[config.mk]
export PLATFORM = sky130hd
export DESIGN_NAME = data_hazard_unit
export DESIGN_NICKNAME = d
export VERILOG_FILES = /design/src/rtl/data_hazard_unit_pkg.sv /design/src/rtl/instr_reg_decode.sv /design/src/rtl/data_hazard_unit.sv
export SDC_FILE = /design/constraint.sdc
export NUM_CORES = 1
export LEC_CHECK = 0
export CAP_MARGIN = 20
export CORE_AREA = 2 2 43 55
export DETAILED_ROUTE_END_ITERATION = 8
export DIE_AREA = 0 0 45 57
export PLACE_DENSITY = 0.8
export SLEW_MARGIN = 20
export SYNTH_ARGS = -nofsm -noshare
export SYNTH_HDL_FRONTEND = slang
export SYNTH_HIERARCHICAL = 1
export SYNTH_SLANG_ARGS = --single-unit
[constraint.sdc]
create_clock -name clock -period 6.11 [get_ports clock]
set_input_delay 1.222 -clock clock [delete_from_list [all_inputs] [get_ports clock]]
set_output_delay 1.222 -clock clock [all_outputs]
set_load 0.005 [all_outputs]
[src/rtl/data_hazard_unit_pkg.sv]
// rtl/data_hazard_unit_pkg.sv - shared opcodes, sizes and scoreboard types for the hazard unit
package data_hazard_unit_pkg;

    localparam int NREG = 4;
    localparam int RW   = 2;
    localparam int CNTW = 8;

    localparam logic [3:0] OP_LOAD  = 4'b0000;
    localparam logic [3:0] OP_STOP  = 4'b0001;
    localparam logic [3:0] OP_STORE = 4'b0010;
    localparam logic [3:0] OP_ADD   = 4'b0100;
    localparam logic [3:0] OP_BZ    = 4'b0101;
    localparam logic [3:0] OP_SUB   = 4'b0110;
    localparam logic [3:0] OP_NAND  = 4'b1000;
    localparam logic [3:0] OP_BNZ   = 4'b1001;
    localparam logic [3:0] OP_NOP   = 4'b1010;
    localparam logic [3:0] OP_BPZ   = 4'b1101;

    localparam logic [2:0] OP_ORI_LO   = 3'b111;
    localparam logic [2:0] OP_SHIFT_LO = 3'b011;

    // ori has an implicit operand: it always reads and writes register 1
    localparam logic [RW-1:0] ORI_REG = RW'(1);

    typedef struct packed {
        logic          valid;
        logic [RW-1:0] dest;
    } sb_entry_t;

    typedef struct packed {
        logic          reads_a;
        logic          reads_b;
        logic [RW-1:0] src_a;
        logic [RW-1:0] src_b;
        logic          writes;
        logic [RW-1:0] dest;
    } decode_t;

    function automatic sb_entry_t to_entry(input decode_t d);
        sb_entry_t e;
        e.valid = d.writes;
        e.dest  = d.writes ? d.dest : '0;
        return e;
    endfunction

endpackage

[src/rtl/instr_reg_decode.sv]
// rtl/instr_reg_decode.sv - combinational operand/destination decode of one instruction register
module instr_reg_decode
    import data_hazard_unit_pkg::*;
(
    input  logic [7:0] ir,
    output decode_t    dec
);

    logic [3:0]    op;
    logic [RW-1:0] ra;
    logic [RW-1:0] rb;

    assign op = ir[3:0];
    assign ra = ir[7:6];
    assign rb = ir[5:4];

    always_comb begin
        dec = '0;
        case (op)
            OP_LOAD: begin
                dec.reads_b = 1'b1;
                dec.src_b   = rb;
                dec.writes  = 1'b1;
                dec.dest    = ra;
            end
            OP_STORE: begin
                dec.reads_a = 1'b1;
                dec.src_a   = ra;
                dec.reads_b = 1'b1;
                dec.src_b   = rb;
            end
            OP_ADD, OP_SUB, OP_NAND: begin
                dec.reads_a = 1'b1;
                dec.src_a   = ra;
                dec.reads_b = 1'b1;
                dec.src_b   = rb;
                dec.writes  = 1'b1;
                dec.dest    = ra;
            end
            OP_BZ, OP_BNZ, OP_BPZ, OP_NOP, OP_STOP: begin
                dec = '0;
            end
            default: begin
                // ori/shift are identified by their low three bits only
                if (op[2:0] == OP_ORI_LO) begin
                    dec.reads_a = 1'b1;
                    dec.src_a   = ORI_REG;
                    dec.writes  = 1'b1;
                    dec.dest    = ORI_REG;
                end else if (op[2:0] == OP_SHIFT_LO) begin
                    dec.reads_a = 1'b1;
                    dec.src_a   = ra;
                    dec.writes  = 1'b1;
                    dec.dest    = ra;
                end
            end
        endcase
    end

endmodule

[src/rtl/data_hazard_unit.sv]
// rtl/data_hazard_unit.sv - two-entry register scoreboard raising data_hazard for the decode stage
module data_hazard_unit #(
    parameter int NREG = data_hazard_unit_pkg::NREG,
    parameter int RW   = data_hazard_unit_pkg::RW,
    parameter int CNTW = data_hazard_unit_pkg::CNTW
) (
    input  logic            clock,
    input  logic            reset,
    input  logic [7:0]      IR1,
    input  logic            IR1Load,
    input  logic            IR2Sel,
    output logic            data_hazard,
    output logic [RW-1:0]   hazard_reg,
    output logic [NREG-1:0] pending,
    output logic [CNTW-1:0] hazard_count
);

    import data_hazard_unit_pkg::sb_entry_t;
    import data_hazard_unit_pkg::decode_t;
    import data_hazard_unit_pkg::to_entry;

    decode_t   dec;
    sb_entry_t e2;
    sb_entry_t e3;
    logic      prev_hazard;
    logic      match_a;
    logic      match_b;
    logic      hazard_rise;

    // IR1 holds are already covered by the bubble the FSM inserts into IR2
    logic unused_ir1load;
    assign unused_ir1load = IR1Load;

    instr_reg_decode u_decode (
        .ir  (IR1),
        .dec (dec)
    );

    always_ff @(posedge clock or negedge reset) begin
        if (!reset) begin
            e2 <= '0;
            e3 <= '0;
        end else begin
            e3 <= e2;
            e2 <= IR2Sel ? to_entry(dec) : '0;
        end
    end

    // Writeback is not forwarded to a same-cycle read, so E3 is a hazard source too
    always_comb begin
        match_a = dec.reads_a &&
                  ((e2.valid && e2.dest == dec.src_a) || (e3.valid && e3.dest == dec.src_a));
        match_b = dec.reads_b &&
                  ((e2.valid && e2.dest == dec.src_b) || (e3.valid && e3.dest == dec.src_b));
        data_hazard = match_a || match_b;
        if (match_a) begin
            hazard_reg = dec.src_a;
        end else if (match_b) begin
            hazard_reg = dec.src_b;
        end else begin
            hazard_reg = '0;
        end
    end

    always_comb begin
        pending = '0;
        for (int i = 0; i < NREG; i++) begin
            pending[i] = (e2.valid && e2.dest == RW'(i)) || (e3.valid && e3.dest == RW'(i));
        end
    end

    assign hazard_rise = data_hazard && !prev_hazard;

    always_ff @(posedge clock or negedge reset) begin
        if (!reset) begin
            prev_hazard  <= 1'b0;
            hazard_count <= '0;
        end else begin
            prev_hazard <= data_hazard;
            if (hazard_rise && hazard_count != {CNTW{1'b1}}) begin
                hazard_count <= hazard_count + 1'b1;
            end
        end
    end

endmodule
==> impl_metrics.tcl <==
set metrics [dict create \
    final_layout_size_suffix_gt1_frac 0.101 \
    power.net_switching_mw 0.0928 \
    synth.most_common_cell "dfrtp_1" \
    design.core.area_um2 2090 \
    die_width_um 45 \
    slew_headroom 0.572 \
    post_synth.cell_area_avg_um2 9.64 \
    finish.net_count 143 \
    setup.worst_path.end_class "output pin" \
    ctsResizeCount 0 \
    timing_worst_setup_path_type "in -> out" \
    synthesis.instances 102 \
    drt.antenna.violating_nets 0 \
    critical_path.max_stage_delay_ps 680 \
    async_flop_share 1.00 \
    clock_tree_root "clkbuf_4" \
    cts_tree "yes" \
    drv.max_cap_violation_count 0 \
    tns_ps 0 \
    tritoncts.num_buffers 3 \
    hold_class "reg -> reg" \
    cts.hold.buffers_added 0 \
    final_worst_path_period_share 0.858 \
    synth-warning-count 6 \
    fin_ws_ps 871 \
    htree_num_levels 1 \
    synth_top_cells_by_area "dfrtp_1 (38%), xor2_1 (8.9%), xnor2_1 (3.6%)" \
    start_util 0.470 \
    vias_per_instance 5.59 \
    totalWireLength_mm 1.98 \
    path_clk_slew_ps 80 \
    clock_insertion_delay_at_the_later_pin_of_the_skew_report_ps 270 \
    num_io_pins 27 \
    crit_chain "clkdlybuf4s50_1 > nor2b_4 > or3b_1 > a21boi_1 > xnor2_1 > nand4_1 > o21ai_4 > nor2b_1 > inv_1 > clkdlybuf4s50_1" \
    place_ws_ps 826 \
    wl_per_cell_um 13.2 \
    die_height_um 57 \
    synth.cell_area_um2 983 \
    power_frac_comb 0.367 \
    synth.top_cells.by_count "dfrtp_1 (15), xor2_1 (10), nand2_1 (9)" \
    clock-sinks 15 \
    power.clock.fraction 0.175 \
    synth_top_flop_cell "dfrtp_1" \
    clock-skew-final_ps 0.949 \
    grt-ovfl-total 0 \
    grt_pass1_vias 799 \
    dp.final_hpwl_mm 1.63 \
    max_freq_mhz 191 \
    worstPathRequired_ps 4890 \
    crit_path_top_delay_cell "clkdlybuf4s50_1" \
    worstPathMaxFanout 9 \
    seqPwrFrac 0.458 \
    slew_viol_final 0 \
    synthToLayoutAreaGrowth_pct 28.5 \
    setup_failing_eps_final 0 \
    placement.io_buffers 25 \
    internal_power_mw 0.213 \
    n_antenna_cell 0 \
    number_of_search_and_repair_iterations_in_the_first_detailed_routing_pass 6 \
    globalplace.congestion 0.803 \
    run_status "finished clean" \
    timing.critical_path.max_delay_family "buffers and inverters" \
    synth_area_leader_cell "dfrtp_1" \
    final_critical_period_ps 5240 \
    grt_first_pass_wirelength_mm 3.31 \
    grt_usage 0.169 \
    worst-endpoint-arrival_ps 4020 \
    cts.repair_timing.setup_buffer_count 0 \
    largest_net_degree_at_the_start_of_global_routing 16 \
    filler_cell_count 183 \
    cp_common_cell "clkdlybuf4s50_1" \
    synth-seq-area-share 0.382 \
    rsz0062_at_grt "no" \
    initial_antenna_violation_count 0 \
    ctsLongestPathBuffers 2 \
    dr_total_vias 839 \
    synth-edff-count 0 \
    final_hold_viol_count 0 \
    synth.distinct_cells 35 \
    number_of_design_rule_violations_left_after_detail_routing 0 \
    post_syn_nets 115 \
    dr.first_iter.drc_count 11 \
    p_per_area_nw_per_um2 242 \
    ys_ff_latch 15 \
    number_of_buffer_and_inverter_instances_along_the_worst_setup_path 3 \
    power.switching_fraction 0.304 \
    irDropWorstVdd_mv 0.188 \
    power_leakage_nw 0.553 \
    core.rowCount 19 \
    cp-start-kind "input port" \
    synthDominantCellAreaShare 0.382 \
    worst_pin_slew_ps 640 \
    design.die.area_um2 2570 \
]
[per-layer routing]
layer / part of all wire / routed length, um / vias to the layer above / track usage
met2: 0.55 / 1100 / 22 / 0.302
met3: 0.025 / 49 / 4 / 0.00949
met4: 0.013 / 25 / 0 / 0.0588
met1: 0.41 / 807 / 395 / 0.209
met5: 0 / 0 / - / 0
li1: - / - / 418 / -
[state kept, by name, indices dropped and copies added, names as in the netlist]
signal,count
hazard_count,8
prev_hazard,1
e3,3
e2,3
[power by group through the flow]
stage               registers (mW)  logic (mW)  clock network (mW)
finish                       0.140       0.112              0.0534
global route                 0.145       0.123              0.0604
CTS                          0.140       0.114              0.0564
detailed placement           0.142       0.114                   0
global placement             0.142       0.109                   0
floorplan                    0.140      0.0574                   0
[stage by stage]
stage / instances / power (mW) / utilization / hold WS [ps] / instance area [um2]
finish: 150 / 0.305 / 0.604 / 496 / 1260
global route: 150 / 0.329 / 0.604 / 502 / 1260
CTS: 150 / 0.311 / 0.604 / 497 / 1260
detailed placement: 146 / 0.256 / 0.592 / 485 / 1240
global placement: 146 / 0.251 / 0.592 / 453 / 1240
floorplan: 102 / 0.197 / - / 413 / 983
[kinds of logic after synthesis]
family	synth area share
buf+inv	0.0420
flops	0.382
mux	0.0483
simple gates	0.253
xor+xnor	0.125
fa+ha+maj	0.0127
compound gates	0.137
[layout make-up]
type | instances | area (um2) | area share
timing repair buffer | 25 | 250 | 0.198
multi-input combinational | 80 | 567 | 0.449
tap | 21 | 26.3 | 0.0208
clock buffer | 4 | 26.3 | 0.0208
inverter | 5 | 18.8 | 0.0149
sequential | 15 | 375 | 0.297
[layout by cell type, fill, tap and decap left out, types with 4 or more instances in the layout]
| master | Yosys | layout |
|---|---|---|
| clkdlybuf4s50_1 | 0 | 25 |
| dfrtp_1 | 15 | 15 |
| inv_1 | 5 | 5 |
| nand2_1 | 9 | 9 |
| nor2_1 | 4 | 4 |
| o21ai_0 | 5 | 5 |
| o22ai_1 | 4 | 4 |
| xnor2_1 | 4 | 4 |
| xor2_1 | 10 | 10 |
[worst paths after layout]
path                            startpoint                     endpoint  slack (ps)  depth (start not counted)
max                                 IR1[0]                  data_hazard         870                         10
min                        e2[2]$_DFF_PN0_              e3[2]$_DFF_PN0_         500                          0
max reg2reg                e2[1]$_DFF_PN0_  hazard_count[1]$_DFFE_PN0P_        4040                          6
min reg2reg                e2[2]$_DFF_PN0_              e3[2]$_DFF_PN0_         500                          0
max in group asynchronous            reset  hazard_count[1]$_DFFE_PN0P_        4360                          1
min in group asynchronous            reset  hazard_count[6]$_DFFE_PN0P_        1340                          1
(Power assumes the default switching activity.)
==> RTL change, RTL diff (same flow settings) <==
Register the output `pending`, cleared by the reset; this adds one clock of latency there. The other outputs are not delayed to match.
--- a/src/rtl/data_hazard_unit.sv
+++ b/src/rtl/data_hazard_unit.sv
@@ -19,4 +19,6 @@
     import data_hazard_unit_pkg::decode_t;
     import data_hazard_unit_pkg::to_entry;
+
+    logic [NREG-1:0] pending_d;
 
     decode_t   dec;
@@ -64,7 +66,7 @@
 
     always_comb begin
-        pending = '0;
+        pending_d = '0;
         for (int i = 0; i < NREG; i++) begin
-            pending[i] = (e2.valid && e2.dest == RW'(i)) || (e3.valid && e3.dest == RW'(i));
+            pending_d[i] = (e2.valid && e2.dest == RW'(i)) || (e3.valid && e3.dest == RW'(i));
         end
     end
@@ -84,3 +86,11 @@
     end
 
+    always_ff @(posedge clock or negedge reset) begin
+        if (!reset) begin
+            pending <= '0;
+        end else begin
+            pending <= pending_d;
+        end
+    end
+
 endmodule
Function: changed (a bounded check fails within 4 cycles, from zero or initial values and one cycle with reset low).
==> RTL change against the original RTL <==
Routed wire length up 4.9%. Combinational power is essentially flat. Die area is the same. Setup slack worse by 0.15 ns. Synthesized area increased by 14%. Sequential cell count up 4. Total power grew 13%. Register-to-register slack better by 0.20 ns. Design area is 12% higher. Clock power rose by 22%. Critical path type unchanged. Highest routed layer unchanged.
==> RTL change: results (changes against the original RTL) <==
outcome: completed
Synth Area in Compound Gates: 18.1% (+4.4 points)
total number of vias: 873 (+4.1%)
synth cell count leaders: dfrtp_1, xor2_1, nand2_1
capturing element of the worst setup path: hazard_reg[0]
leakage power: 0.000645 uW (+17%)
biggest area contributors in the synthesized netlist: dfrtp_1, xor2_1, nand2_1
Core Util, Final: 67.4% (+7.0 points)
depth of the most critical reg-to-reg path: 5 (-1)
detailed route wirelength on metal3: 73 um (+49%)
clock latency reported for the late side of the worst-skew pair: 0.30 ns (+0.03 ns)
drt wl/cell: 13.3 um (+0.91%)
total cell area at the placement stage: 0.00138 mm^2 (+12%)
drt first pass iters: 4 (-2)
largest net degree at the start of global routing: 20 (+4)
portion of netlist area occupied by mux cells: 3.25% (-1.6 points)
xor/xnor share of the synthesized area: 11.8% (-0.71 points)
adder and majority gate portion of the synthesized area: 1.12% (-0.15 points)
Min-Delay Endpoint: hazard_count[5]$_DFFE_PN0P_
post-synth net total: 120 (+4.3%)
Cell Int Power: 238 uW (+12%)
total number of nets in the final design: 149 (+4.2%)
fraction of layout cells with a size suffix above 1: 13.3% (+3.3 points)
hold depth: 1 (+1)
Placer Congestion: 0.823 (+2.5%)
non-filler instance count after layout: 156 (+4.0%)
part of the Yosys area used for sequential elements: 42.6% (+4.4 points)
number of DRC violations after detailed-routing iteration 0: 5 (-6)
Reg2Reg Capture Point: hazard_count[6]$_DFFE_PN0P_
Final Skew: 0.00140 ns (+0.000454 ns)
post-route met1 wirelength: 835 um (+3.5%)
RTL change: layout make-up:
class                           instances  area (um^2)  share of cell area [%]
Tap cell                               21         26.3                    1.86
Timing Repair Buffer                   25          250                    17.7
Clock buffer                            3         22.5                    1.60
Inverter                                5         18.8                    1.33
Clock inverter                          1         5.00                   0.355
Sequential cell                        19          475                    33.7
Multi-Input combinational cell         82          612                    43.4
RTL change: through the flow:
stage          setup WS (ns)  hold slack [ns]
3_5_place_dp           0.702            0.470
5_1_grt                0.545            0.511
6_report               0.720            0.498
3_3_place_gp           0.792            0.454
2_1_floorplan           2.04            0.413
4_1_cts                0.700            0.494
RTL change: per-layer routing:
layer | vias up | track usage, %
met5 | - | 0
met4 | 0 | 10.1
met3 | 5 | 2.85
met2 | 23 | 33.7
met1 | 406 | 19.6
li1 | 439 | -
RTL change: power groups by stage:
stage	clock (uW)	sequential, uW	combinational, uW
after CTS	66.6	169	114
after global routing	72.1	173	122
after detailed placement	0	172	113
after global placement	0	171	110
final	65.1	169	112
after floorplan	0	170	55.8
